==> src/rtl/run_detector_pkg.sv <==
// Shared types and constants for the run-length detector arbiter.
// The channel count field is sized for the largest legal run length (15).
package run_detector_pkg;

  localparam int RUN_LEN_MAX = 15;
  localparam int CNT_W       = $clog2(RUN_LEN_MAX + 1);
  localparam int STAT_W      = 8;

  typedef struct packed {
    logic             last;
    logic [CNT_W-1:0] cnt;
  } chan_state_t;

  localparam chan_state_t CHAN_STATE_RST = '{last: 1'b0, cnt: {CNT_W{1'b0}}};

  // Saturating increment, never wraps past lim.
  function automatic logic [CNT_W-1:0] cnt_sat_inc(input logic [CNT_W-1:0] cnt,
                                                   input logic [CNT_W-1:0] lim);
    return (cnt >= lim) ? lim : (cnt + {{(CNT_W-1){1'b0}}, 1'b1});
  endfunction

endpackage

==> src/rtl/run_detector_arbiter_if.sv <==
// Request/grant and detect-result bundle between serial bit sources and the
// shared run detector.
interface run_detector_arbiter_if #(
  parameter int N_CH = 4
);

  localparam int CH_W = $clog2(N_CH);

  logic [N_CH-1:0] req;
  logic [N_CH-1:0] w;
  logic [N_CH-1:0] clr;
  logic [N_CH-1:0] gnt;
  logic [N_CH-1:0] z;
  logic            match_valid;
  logic [CH_W-1:0] match_ch;

  modport master (
    output req, w, clr,
    input  gnt, z, match_valid, match_ch
  );

  modport slave (
    input  req, w, clr,
    output gnt, z, match_valid, match_ch
  );

endinterface

==> src/rtl/run_detector_core.sv <==
// Combinational next-state function of one run-length detector channel;
// a single instance is time-shared across all channels by the arbiter.
module run_detector_core
  import run_detector_pkg::*;
#(
  parameter int RUN_LEN = 4
) (
  input  chan_state_t state_in,
  input  logic        w,
  output chan_state_t state_out,
  output logic        z_next,
  output logic        rise
);

  localparam logic [CNT_W-1:0] CNT_LIM = CNT_W'(RUN_LEN);
  localparam logic [CNT_W-1:0] CNT_PRE = CNT_W'(RUN_LEN - 1);
  localparam logic [CNT_W-1:0] CNT_ONE = CNT_W'(1);

  // Run tracking: a fresh or broken run restarts at one, otherwise extend.
  always_comb begin
    state_out = state_in;
    if ((state_in.cnt == {CNT_W{1'b0}}) || (w != state_in.last)) begin
      state_out.last = w;
      state_out.cnt  = CNT_ONE;
    end else begin
      state_out.cnt  = cnt_sat_inc(state_in.cnt, CNT_LIM);
    end
    z_next = (state_out.cnt == CNT_LIM);
    rise   = (state_in.cnt == CNT_PRE) && z_next;
  end

endmodule

==> src/rtl/run_detector_arbiter.sv <==
// Round-robin sharing of one run-length detector among N_CH bit channels.
// Define RUNDET_STATS_EN to add per-channel saturating match counters.
module run_detector_arbiter
  import run_detector_pkg::*;
#(
  parameter int N_CH    = 4,
  parameter int RUN_LEN = 4,
  localparam int CH_W   = $clog2(N_CH)
) (
  input  logic                  clk,
  input  logic                  reset,
  run_detector_arbiter_if.slave bus,
  input  logic [CH_W-1:0]       stat_sel,
  output logic [STAT_W-1:0]     stat_cnt
);

  logic [N_CH-1:0] elig_s;
  logic [N_CH-1:0] gnt_s;
  logic [CH_W-1:0] gnt_idx_s;
  logic [CH_W-1:0] cand_s;
  logic [CH_W-1:0] ptr_next_s;
  logic            gnt_any_s;
  logic            hit_s;

  logic [CH_W-1:0] ptr_r;
  chan_state_t     state_r [N_CH];
  logic [N_CH-1:0] z_r;
  logic            match_valid_r;
  logic [CH_W-1:0] match_ch_r;

  chan_state_t     core_in_s;
  chan_state_t     core_out_s;
  logic            core_w_s;
  logic            core_z_s;
  logic            core_rise_s;

  function automatic logic [CH_W-1:0] wrap_add(input logic [CH_W-1:0] base, input int off);
    int s;
    s = int'(32'(base)) + off;
    return CH_W'((s >= N_CH) ? (s - N_CH) : s);
  endfunction

  // Round-robin search; scanning farthest-first lets the nearest eligible win.
  always_comb begin
    elig_s    = reset ? {N_CH{1'b0}} : (bus.req & ~bus.clr);
    gnt_any_s = 1'b0;
    gnt_idx_s = {CH_W{1'b0}};
    cand_s    = {CH_W{1'b0}};
    hit_s     = 1'b0;
    for (int k = N_CH - 1; k >= 0; k--) begin
      cand_s    = wrap_add(ptr_r, k);
      hit_s     = elig_s[cand_s];
      gnt_idx_s = hit_s ? cand_s : gnt_idx_s;
      gnt_any_s = gnt_any_s | hit_s;
    end
    gnt_s            = {N_CH{1'b0}};
    gnt_s[gnt_idx_s] = gnt_any_s;
    ptr_next_s       = wrap_add(gnt_idx_s, 1);
  end

  // Steer the granted channel's state and sample into the shared engine.
  always_comb begin
    core_in_s = state_r[gnt_idx_s];
    core_w_s  = bus.w[gnt_idx_s];
  end

  run_detector_core #(
    .RUN_LEN (RUN_LEN)
  ) u_core (
    .state_in  (core_in_s),
    .w         (core_w_s),
    .state_out (core_out_s),
    .z_next    (core_z_s),
    .rise      (core_rise_s)
  );

  // Per-channel run state, detect flags, match pulse and rr pointer.
  always_ff @(posedge clk) begin
    if (reset) begin
      for (int i = 0; i < N_CH; i++) begin
        state_r[i] <= CHAN_STATE_RST;
      end
      z_r           <= {N_CH{1'b0}};
      match_valid_r <= 1'b0;
      match_ch_r    <= {CH_W{1'b0}};
      ptr_r         <= {CH_W{1'b0}};
    end else begin
      for (int i = 0; i < N_CH; i++) begin
        if (bus.clr[i]) begin
          state_r[i] <= CHAN_STATE_RST;
          z_r[i]     <= 1'b0;
        end else if (gnt_s[i]) begin
          state_r[i] <= core_out_s;
          z_r[i]     <= core_z_s;
        end
      end
      match_valid_r <= gnt_any_s & core_rise_s;
      match_ch_r    <= (gnt_any_s & core_rise_s) ? gnt_idx_s : {CH_W{1'b0}};
      if (gnt_any_s) begin
        ptr_r <= ptr_next_s;
      end
    end
  end

  assign bus.gnt         = gnt_s;
  assign bus.z           = z_r;
  assign bus.match_valid = match_valid_r;
  assign bus.match_ch    = match_ch_r;

`ifdef RUNDET_STATS_EN
  logic [STAT_W-1:0] stat_r [N_CH];

  // Match counters follow the registered pulse and stick at all-ones.
  always_ff @(posedge clk) begin
    if (reset) begin
      for (int i = 0; i < N_CH; i++) begin
        stat_r[i] <= {STAT_W{1'b0}};
      end
    end else begin
      for (int i = 0; i < N_CH; i++) begin
        if (bus.clr[i]) begin
          stat_r[i] <= {STAT_W{1'b0}};
        end else if (match_valid_r && (match_ch_r == CH_W'(i)) &&
                     (stat_r[i] != {STAT_W{1'b1}})) begin
          stat_r[i] <= stat_r[i] + {{(STAT_W-1){1'b0}}, 1'b1};
        end
      end
    end
  end

  assign stat_cnt = stat_r[stat_sel];
`else
  logic unused_stat_sel_s;

  assign unused_stat_sel_s = ^stat_sel;
  assign stat_cnt          = {STAT_W{1'b0}};
`endif

endmodule

==> src/flat_wrapper.sv <==
// flat-port wrapper written by rule: the top's interface ports become plain ports
module run_detector_arbiter_flat import run_detector_pkg::*;
#(
  parameter int N_CH    = 4,
  parameter int RUN_LEN = 4,
  localparam int CH_W   = $clog2(N_CH)
)
  (clk, reset, stat_sel, stat_cnt, bus_req, bus_w, bus_clr, bus_gnt, bus_z, bus_match_valid, bus_match_ch);
  run_detector_arbiter_if #(.N_CH(N_CH)) bus_i ();
  input  logic clk;
  input  logic reset;
  input  logic [CH_W-1:0] stat_sel;
  output logic [STAT_W-1:0] stat_cnt;
  input wire logic [$bits(bus_i.req)-1:0] bus_req;
  input wire logic [$bits(bus_i.w)-1:0] bus_w;
  input wire logic [$bits(bus_i.clr)-1:0] bus_clr;
  output wire logic [$bits(bus_i.gnt)-1:0] bus_gnt;
  output wire logic [$bits(bus_i.z)-1:0] bus_z;
  output wire logic [$bits(bus_i.match_valid)-1:0] bus_match_valid;
  output wire logic [$bits(bus_i.match_ch)-1:0] bus_match_ch;
  assign bus_i.req = bus_req;
  assign bus_i.w = bus_w;
  assign bus_i.clr = bus_clr;
  assign bus_gnt = bus_i.gnt;
  assign bus_z = bus_i.z;
  assign bus_match_valid = bus_i.match_valid;
  assign bus_match_ch = bus_i.match_ch;
  run_detector_arbiter #(.N_CH(N_CH), .RUN_LEN(RUN_LEN)) u_core (.clk(clk), .reset(reset), .bus(bus_i), .stat_sel(stat_sel), .stat_cnt(stat_cnt));
endmodule
==> config.mk <==
export PLATFORM = sky130hd
export DESIGN_NAME = run_detector_arbiter_flat
export DESIGN_NICKNAME = d
export VERILOG_FILES = /design/src/rtl/run_detector_pkg.sv /design/src/rtl/run_detector_arbiter_if.sv /design/src/rtl/run_detector_core.sv /design/src/rtl/run_detector_arbiter.sv /design/src/flat_wrapper.sv
export SDC_FILE = /design/constraint.sdc
export NUM_CORES = 1
export LEC_CHECK = 0
export BUFFER_PORTS_ARGS = -buffer_cell sky130_fd_sc_hd__buf_2
export CAP_MARGIN = 20
export CORE_MARGIN = 2
export CORE_UTILIZATION = 25
export CTS_CLUSTER_DIAMETER = 60
export DETAILED_ROUTE_END_ITERATION = 6
export PLACE_DENSITY_LB_ADDON = 0.3
export SLEW_MARGIN = 20
export SYNTH_ARGS = -nofsm -noshare
export SYNTH_HDL_FRONTEND = slang
export SYNTH_SLANG_ARGS = --single-unit
==> constraint.sdc <==
create_clock -name clk -period 4.8 [get_ports clk]
set_clock_uncertainty 0.15 [all_clocks]
set_input_delay 0.96 -clock clk [delete_from_list [all_inputs] [get_ports clk]]
set_output_delay 0.96 -clock clk [all_outputs]
set_load 0.005 [all_outputs]
=== After elaboration in Yosys (flattened, before gate mapping) ===
Memories as Yosys holds them, arrays and structs flattened.
Cells that the tools add are included.
W data, S select, Z words.

* Bits in registers: 9
* Latch bits: 0
* RAM bits: 20
* Memory bits (read-only): 0
* Bits of input ports: 16
* Word-level logic and storage cells: 121
* Memories: 1

{| class="wikitable"
|+ Memory list
! name !! words !! bits a word !! rd ports !! clocked after memory_dff !! wr ports !! RTL line !! source
|-
| u_core.state_r || 4 || 5 || 1 || 0 || 4 || run_detector_arbiter.sv:26 || <nowiki>chan_state_t state_r [N_CH];</nowiki>
|}

* Add/subtract/negate cells: 10
* $mul: 0
* Divide/modulo/power cells: 0
* Magnitude comparators: 12
* Equality and inequality tests: 3
* Shift operators: 0
* Muxes and demuxes: 63
* Bitwise gates (word level): 16
* Reductions and logical operators: 9

{| class="wikitable"
|+ Operators with widths
! kind !! count
|-
| $mux W5 || 8
|-
| $mux W1 || 37
|-
| $mux W2 || 9
|-
| $lt A2 B3 Y1 const B || 5
|-
| $ge A3 B3 Y1 const B || 4
|-
| $mux W4 || 3
|-
| $or A1 B1 Y1 || 11
|-
| $bmux W1 S2 || 5
|-
| $reduce_or A2 Y1 || 5
|-
| $sub A2 B1 Y2 const B || 5
|-
| $and A4 B4 Y4 || 2
|-
| $add A2 B1 Y3 const B || 2
|-
| $add A2 B2 Y3 const B || 2
|-
| $add A4 B1 Y4 const B || 1
|-
| $eq A4 B2 Y1 const B || 1
|-
| $eq A4 B3 Y1 const B || 1
|-
| $ge A4 B3 Y1 const B || 1
|-
| $logic_not A4 Y1 || 1
|-
| $not A4 Y4 || 1
|-
| $ge A2 B3 Y1 const B || 1
|-
| $demux W1 S2 || 1
|-
| $ge A2 B1 Y1 const B || 1
|-
| $logic_and A1 B1 Y1 || 2
|-
| $and A1 B1 Y1 || 1
|-
| 3 further kinds || 3
|}

=== Logic depth before layout (Yosys ltp) ===
* Depth in word-level cells: 19
* Gate-level depth with buffers: 13

=== Cells and area by module ===
From an unflattened synthesis, not the netlist that was laid out.

* Cells, all modules: 151
* Area total of the unflattened synthesis: 1727.9 sq um

{| class="wikitable"
|+ Modules (own cells, without submodules)
! module !! times used !! cells each !! area each (sq um) !! sequential area each (sq um)
|-
| run_detector_arbiter || 1 || 131 || 1571.5 || 780.7
|-
| run_detector_core || 1 || 20 || 156.4 || 0.0
|}

=== Least setup slack after synthesis ===
No wires, ideal clock.

* Kind: input -> register
* Start point: in bus_req[3]
* End point: reg u_core.z_r[0] (netlist: u_core.bus.z[0])
* Setup time: 0.060 ns
* Arrival: 3.650 ns
* Required time: 4.590 ns
* Slack: 0.940 ns
* Stages on the path: 10
* Path through: nor2b_2 a21oi_1 o21a_2 a311oi_4 buf_2 mux2_2 ha_1 or4_4 a31oi_2 a32o_1

* Word-level cells in the longest chain between the ends: 14

{| class="wikitable"
|+ RTL lines
! element !! RTL line !! source
|-
| start, declared || flat_wrapper.sv:14 || <nowiki>input wire logic [$bits(bus_i.req)-1:0] bus_req;</nowiki>
|-
| $and A4 B4 Y4 * || run_detector_arbiter.sv:45 || <nowiki>elig_s = reset ? {N_CH{1'b0}} : (bus.req & ~bus.clr);</nowiki>
|-
| $mux W4 * || run_detector_arbiter.sv:45 ||
|-
| $bmux W1 S2 || run_detector_arbiter.sv:52 || <nowiki>hit_s = elig_s[cand_s];</nowiki>
|-
| $mux W1 (implied by the code) || run_detector_arbiter.sv:52 ||
|-
| $mux W2 (3 in series) || run_detector_arbiter.sv:53 || <nowiki>gnt_idx_s = hit_s ? cand_s : gnt_idx_s;</nowiki>
|-
| $mux W2 * || run_detector_arbiter.sv:53 ||
|-
| via u_core.gnt_idx_s[0] || run_detector_arbiter.sv:19 || <nowiki>logic [CH_W-1:0] gnt_idx_s;</nowiki>
|-
| parallel branches: the longest is 6 deep, another holds $mem_v2 Z4 W5 || - ||
|-
| end signal, assigned || run_detector_arbiter.sv:83 || <nowiki>z_r <= {N_CH{1'b0}};</nowiki>
|-
| end signal, assigned by index || run_detector_arbiter.sv:94 || <nowiki>z_r[i] <= core_z_s;</nowiki>
|-
| end, declared || run_detector_arbiter.sv:27 || <nowiki>logic [N_CH-1:0] z_r;</nowiki>
|}

Mark *: on every way through the listed nets, which the timed path passes. The select of a mux whose other input is x is not followed.
A chain may end at the register's enable or synchronous reset.

=== Final worst setup path ===
* Start point: in bus_clr[0]
* End point: reg u_core.z_r[3] (netlist: u_core.bus.z[3])

* Word-level cells in the longest chain between the ends: 15

{| class="wikitable"
|+ RTL lines
! element !! RTL line !! source
|-
| start, declared || flat_wrapper.sv:16 || <nowiki>input wire logic [$bits(bus_i.clr)-1:0] bus_clr;</nowiki>
|-
| $not A4 Y4 * || run_detector_arbiter.sv:45 ||
|-
| $and A4 B4 Y4 * || run_detector_arbiter.sv:45 ||
|-
| $mux W4 * || run_detector_arbiter.sv:45 ||
|-
| parallel branches: the longest is 12 deep, another holds $mem_v2 Z4 W5 || - ||
|}

Mark *: on every way between the ends. The select of a mux whose other input is x is not followed.

==> impl_results.html <==
<table>
<tr><th>Metric</th><th>Value</th></tr>
<tr><th colspan="2">Critical path</th></tr>
<tr><td>Start-to-end type of the worst setup path</td><td>input port to flop</td></tr>
<tr><td>Worst stage delay on the critical path</td><td>between 0.5 and 0.6 ns</td></tr>
<tr><td>CP Max Fanout</td><td>14</td></tr>
<tr><td>WP data required</td><td>approximately 4.9 ns</td></tr>
<tr><td>Slowest stage cell on the critical path</td><td>sky130_fd_sc_hd__or4_4</td></tr>
<tr><td>Cells traversed along the worst timing path</td><td>buf_2, and2b_4, a221oi_2, o211ai_2, mux2i_1, mux2_2, ha_1, or4_4, a31oi_2, a32o_1</td></tr>
<tr><td>Type of element launching the critical path</td><td>input port</td></tr>
<tr><td>CP arrival</td><td>3.98 ns</td></tr>
<tr><td>Endpoint type of the worst setup path</td><td>flop</td></tr>
<tr><th colspan="2">Clock tree</th></tr>
<tr><td>Clock transition at the registers of the reported paths</td><td>about 0.060 ns</td></tr>
<tr><td>Number of setup buffers added after CTS</td><td>0</td></tr>
<tr><td>Number of gates resized after cts</td><td>0</td></tr>
<tr><td>Clock Path Buffers</td><td>2</td></tr>
<tr><td>Source-to-sink clock delay at the later pin of the worst-skew pair</td><td>around 0.28 ns</td></tr>
<tr><td>Number of buffers added by the clock tree synthesis step</td><td>5</td></tr>
<tr><td>Clock H-tree levels</td><td>2</td></tr>
<tr><td>Clock sink count</td><td>29</td></tr>
<tr><td>Buffer type at the clock tree root</td><td>sky130_fd_sc_hd__clkbuf_8</td></tr>
<tr><td># hold bufs at CTS</td><td>0</td></tr>
<tr><td>Clock tree from TritonCTS</td><td>done</td></tr>
<tr><th colspan="2">STA</th></tr>
<tr><td>Minimum clock period</td><td>3.92 ns</td></tr>
<tr><td>Final total negative setup slack</td><td>0 ns</td></tr>
<tr><td>Unrepaired setup endpoints after global routing</td><td>no</td></tr>
<tr><td>Slew @ Worst Pin</td><td>between 0.9 and 1 ns</td></tr>
<tr><td>Peak clock frequency supported by timing</td><td>between 200 and 300 MHz</td></tr>
<tr><td>Number of pins with negative max-slew slack in the final report</td><td>0</td></tr>
<tr><td>Setup-failing EPs final</td><td>0</td></tr>
<tr><td>Final hold violation count</td><td>0</td></tr>
<tr><td>Share of the clock period used by the worst path after layout</td><td>between 80% and 90%</td></tr>
<tr><td>Slew headroom</td><td>35.9%</td></tr>
<tr><th colspan="2">Placement</th></tr>
<tr><td>Final estimated routing congestion in global placement</td><td>0.772</td></tr>
<tr><td>I/O Buffers</td><td>24</td></tr>
<tr><td>HPWL after detailed placement</td><td>~2700 µm</td></tr>
<tr><th colspan="2">Run status</th></tr>
<tr><td>Run status</td><td>completed</td></tr>
<tr><th colspan="2">Pwr</th></tr>
<tr><td>Reported leakage power</td><td>around 0.90 nW</td></tr>
<tr><td>Power density relative to cell area</td><td>slightly above 300 nW/µm²</td></tr>
<tr><td>Total power</td><td>about 0.62 mW</td></tr>
<tr><td>Highest ir drop seen on vdd</td><td>roughly 0.11 mV</td></tr>
<tr><th colspan="2">Yosys</th></tr>
<tr><td>Synthesized instance count</td><td>about 160</td></tr>
<tr><td>Flops &amp; latches, synth</td><td>29</td></tr>
<tr><td>Dominant register cell in the synthesized netlist</td><td>sky130_fd_sc_hd__edfxtp_1</td></tr>
<tr><td>Leading post-synthesis cells by instance count</td><td>35 x sky130_fd_sc_hd__nor2_1, 20 x sky130_fd_sc_hd__edfxtp_1, 10 x sky130_fd_sc_hd__mux2i_1, 10 x sky130_fd_sc_hd__nand2_1</td></tr>
<tr><td>Warnings, synthesis</td><td>0</td></tr>
<tr><td>Average cell area after synthesis</td><td>between 10 and 15 µm²</td></tr>
<tr><td>Proportion of synthesized chip area in sequential cells</td><td>between 40% and 50%</td></tr>
<tr><td>Fraction of registers with async set/reset</td><td>0%</td></tr>
<tr><td>Post-synth EDFFs</td><td>20</td></tr>
<tr><td>Synth Cell Area</td><td>between 1500 and 2000 µm²</td></tr>
<tr><td>Synth unique cells</td><td>between 40 and 50</td></tr>
<tr><td>Most frequent cell after synthesis</td><td>sky130_fd_sc_hd__nor2_1</td></tr>
<tr><td>Library cell occupying the most area in the post-synthesis netlist</td><td>sky130_fd_sc_hd__edfxtp_1</td></tr>
<tr><td>Synth top area share</td><td>about a third</td></tr>
<tr><td>Area contributors post-synth</td><td>sky130_fd_sc_hd__edfxtp_1 35%, sky130_fd_sc_hd__dfxtp_1 10%, sky130_fd_sc_hd__nor2_1 7.7%</td></tr>
<tr><th colspan="2">Floorplan</th></tr>
<tr><td>Number of placement rows</td><td>30</td></tr>
<tr><td>Core ar.</td><td>roughly 6700 µm²</td></tr>
<tr><td>Die Outline Area</td><td>approximately 7500 µm²</td></tr>
<tr><td>Die X-Extent</td><td>just under 90 µm</td></tr>
<tr><td>Die Span Y</td><td>86.9 µm</td></tr>
<tr><td>Starting Density</td><td>25.5%</td></tr>
<tr><td>IO Count</td><td>35</td></tr>
<tr><th colspan="2">GRT</th></tr>
<tr><td>Vias in the first global route</td><td>around 1,200</td></tr>
<tr><td>Maximum number of pins on one net before global-route repair</td><td>15</td></tr>
<tr><td>Wire length of the first global-routing pass</td><td>5660 µm</td></tr>
<tr><td>Final global-route overflow total</td><td>0</td></tr>
<tr><td>GR Util All Layers</td><td>about a tenth</td></tr>
<tr><td>Number of antenna violations at the first check in global routing</td><td>0</td></tr>
<tr><th colspan="2">Hold path</th></tr>
<tr><td>Type of the tightest min-delay check</td><td>flop to flop</td></tr>
<tr><th colspan="2">Cells and area</th></tr>
<tr><td>Number of nets in the layout</td><td>approximately 220</td></tr>
<tr><td>Inserted Diodes</td><td>0</td></tr>
<tr><td>Area growth, synth to finish</td><td>16.3%</td></tr>
<tr><td>Number of filler instances in the final layout</td><td>between 700 and 800</td></tr>
<tr><td>Fraction of final layout cells sized beyond drive strength 1</td><td>26.2%</td></tr>
<tr><th colspan="2">Run</th></tr>
<tr><td>Count of maximum capacitance violations</td><td>0</td></tr>
<tr><th colspan="2">Route</th></tr>
<tr><td>Vias after detailed routing</td><td>roughly 1,200</td></tr>
<tr><td>Wire length after detailed routing</td><td>around 3400 µm</td></tr>
<tr><td>Drt first pass iters</td><td>4</td></tr>
<tr><td>Detailed-route vias per instance</td><td>around 4.3</td></tr>
<tr><td>Wire length per cell after detailed routing</td><td>~12 µm</td></tr>
<tr><td>DRC violation count after routing</td><td>0</td></tr>
<tr><td>Iteration-0 DRC count of the detailed router</td><td>between 40 and 50</td></tr>
<tr><td>Remaining antenna violation count after routing</td><td>0</td></tr>
</table>
-- power breakdown --
part | switching, mW | internal, mW
logic | 0.0777 | 0.0507
registers | 0.00629 | 0.282
clock network | 0.0885 | 0.117
total | 0.172 | 0.450
-- worst max-delay path, delay by kind of cell --
kind | cells | cell delay (ns)
AOI/OAI and AO/OA | 4 | 1.20
and+or+nand+nor | 2 | 0.77
muxes | 2 | 0.60
adders and majority gates | 1 | 0.33
buffers and inverters | 1 | 0.12
-- per-layer routing --
metal,part of all wire [%],track usage [%]
met1,48,12.0
met2,48,16.0
met3,2.8,2.84
met4,1.5,4.12
met5,0,0
-- per-stage QoR --
step | hold slack (ns) | cells | worst slack [ns] | util, % | area, µm²
final | 0.345 | 275 | 0.885 | 29.7 | 2000
after global routing | 0.374 | 275 | 0.671 | 29.7 | 2000
after CTS | 0.350 | 275 | 0.846 | 29.7 | 2000
after detailed placement | 0.332 | 267 | 0.567 | 28.4 | 1910
after global placement | 0.329 | 267 | 0.559 | 28.4 | 1910
after floorplan | 0.343 | 173 | 0.940 | - | 1760
-- cells in the final DEF, fill, tap and decap left out, drive strengths merged, types with 2 or more instances in the layout --
| cell type | synthesis | layout |
|---|---|---|
| a21oi | 2 | 2 |
| a31oi | 2 | 2 |
| a32o | 4 | 4 |
| and4 | 2 | 2 |
| buf | 10 | 25 |
| clkbuf | 1 | 8 |
| conb | 1 | 12 |
| dfxtp | 9 | 9 |
| edfxtp | 20 | 20 |
| ha | 6 | 6 |
| inv | 9 | 9 |
| mux2 | 5 | 5 |
| mux2i | 11 | 11 |
| nand2 | 10 | 10 |
| nand2b | 2 | 2 |
| nand3b | 2 | 2 |
| nor2 | 35 | 35 |
| nor2b | 3 | 3 |
| or2 | 4 | 4 |
| xor2 | 4 | 4 |
-- final timing paths --
path                                      from                            to  slack (ns)  cells past startpoint
setup / recovery                    bus_clr[0]  u_core.bus.z[3]$_SDFFE_PP0P_        0.88                     10
hold / removal    u_core.bus.z[0]$_SDFFE_PP0P_  u_core.bus.z[0]$_SDFFE_PP0P_        0.34                      1
setup reg to reg  u_core.ptr_r[1]$_SDFFE_PP0P_  u_core.bus.z[3]$_SDFFE_PP0P_        1.36                      9
hold reg to reg   u_core.bus.z[0]$_SDFFE_PP0P_  u_core.bus.z[0]$_SDFFE_PP0P_        0.34                      1
-- cell families (layout without fill, tap and decap cells) --
group / Yosys count / count (layout) / synth area share, %
simple gates: 69 / 69 / 20.4
flops: 29 / 29 / 45.5
mux: 16 / 16 / 10.1
other cells: 1 / 12 / 0.218
fa+ha+maj: 6 / 6 / 4.37
compound gates: 17 / 17 / 10.7
xor+xnor: 4 / 4 / 2.04
buf+inv: 20 / 42 / 6.63
-- flip-flops by register name (all words and copies together) (netlist names) --
register / count
u_core.bus.match_ch: 2
u_core.bus.match_valid: 1
u_core.bus.z: 4
u_core.ptr_r: 2
u_core.state_r: 20
-- area by class of cell --
class	count	area (µm²)	share of cell area (%)
multi-input combinational	124	863	43.3
sequential	29	781	39.1
timing repair buffer	25	128	6.39
tap	80	100	5.02
clock buffer	8	90.1	4.51
inverter	9	33.8	1.69
No activity file was read; power rests on OpenSTA's default activity.
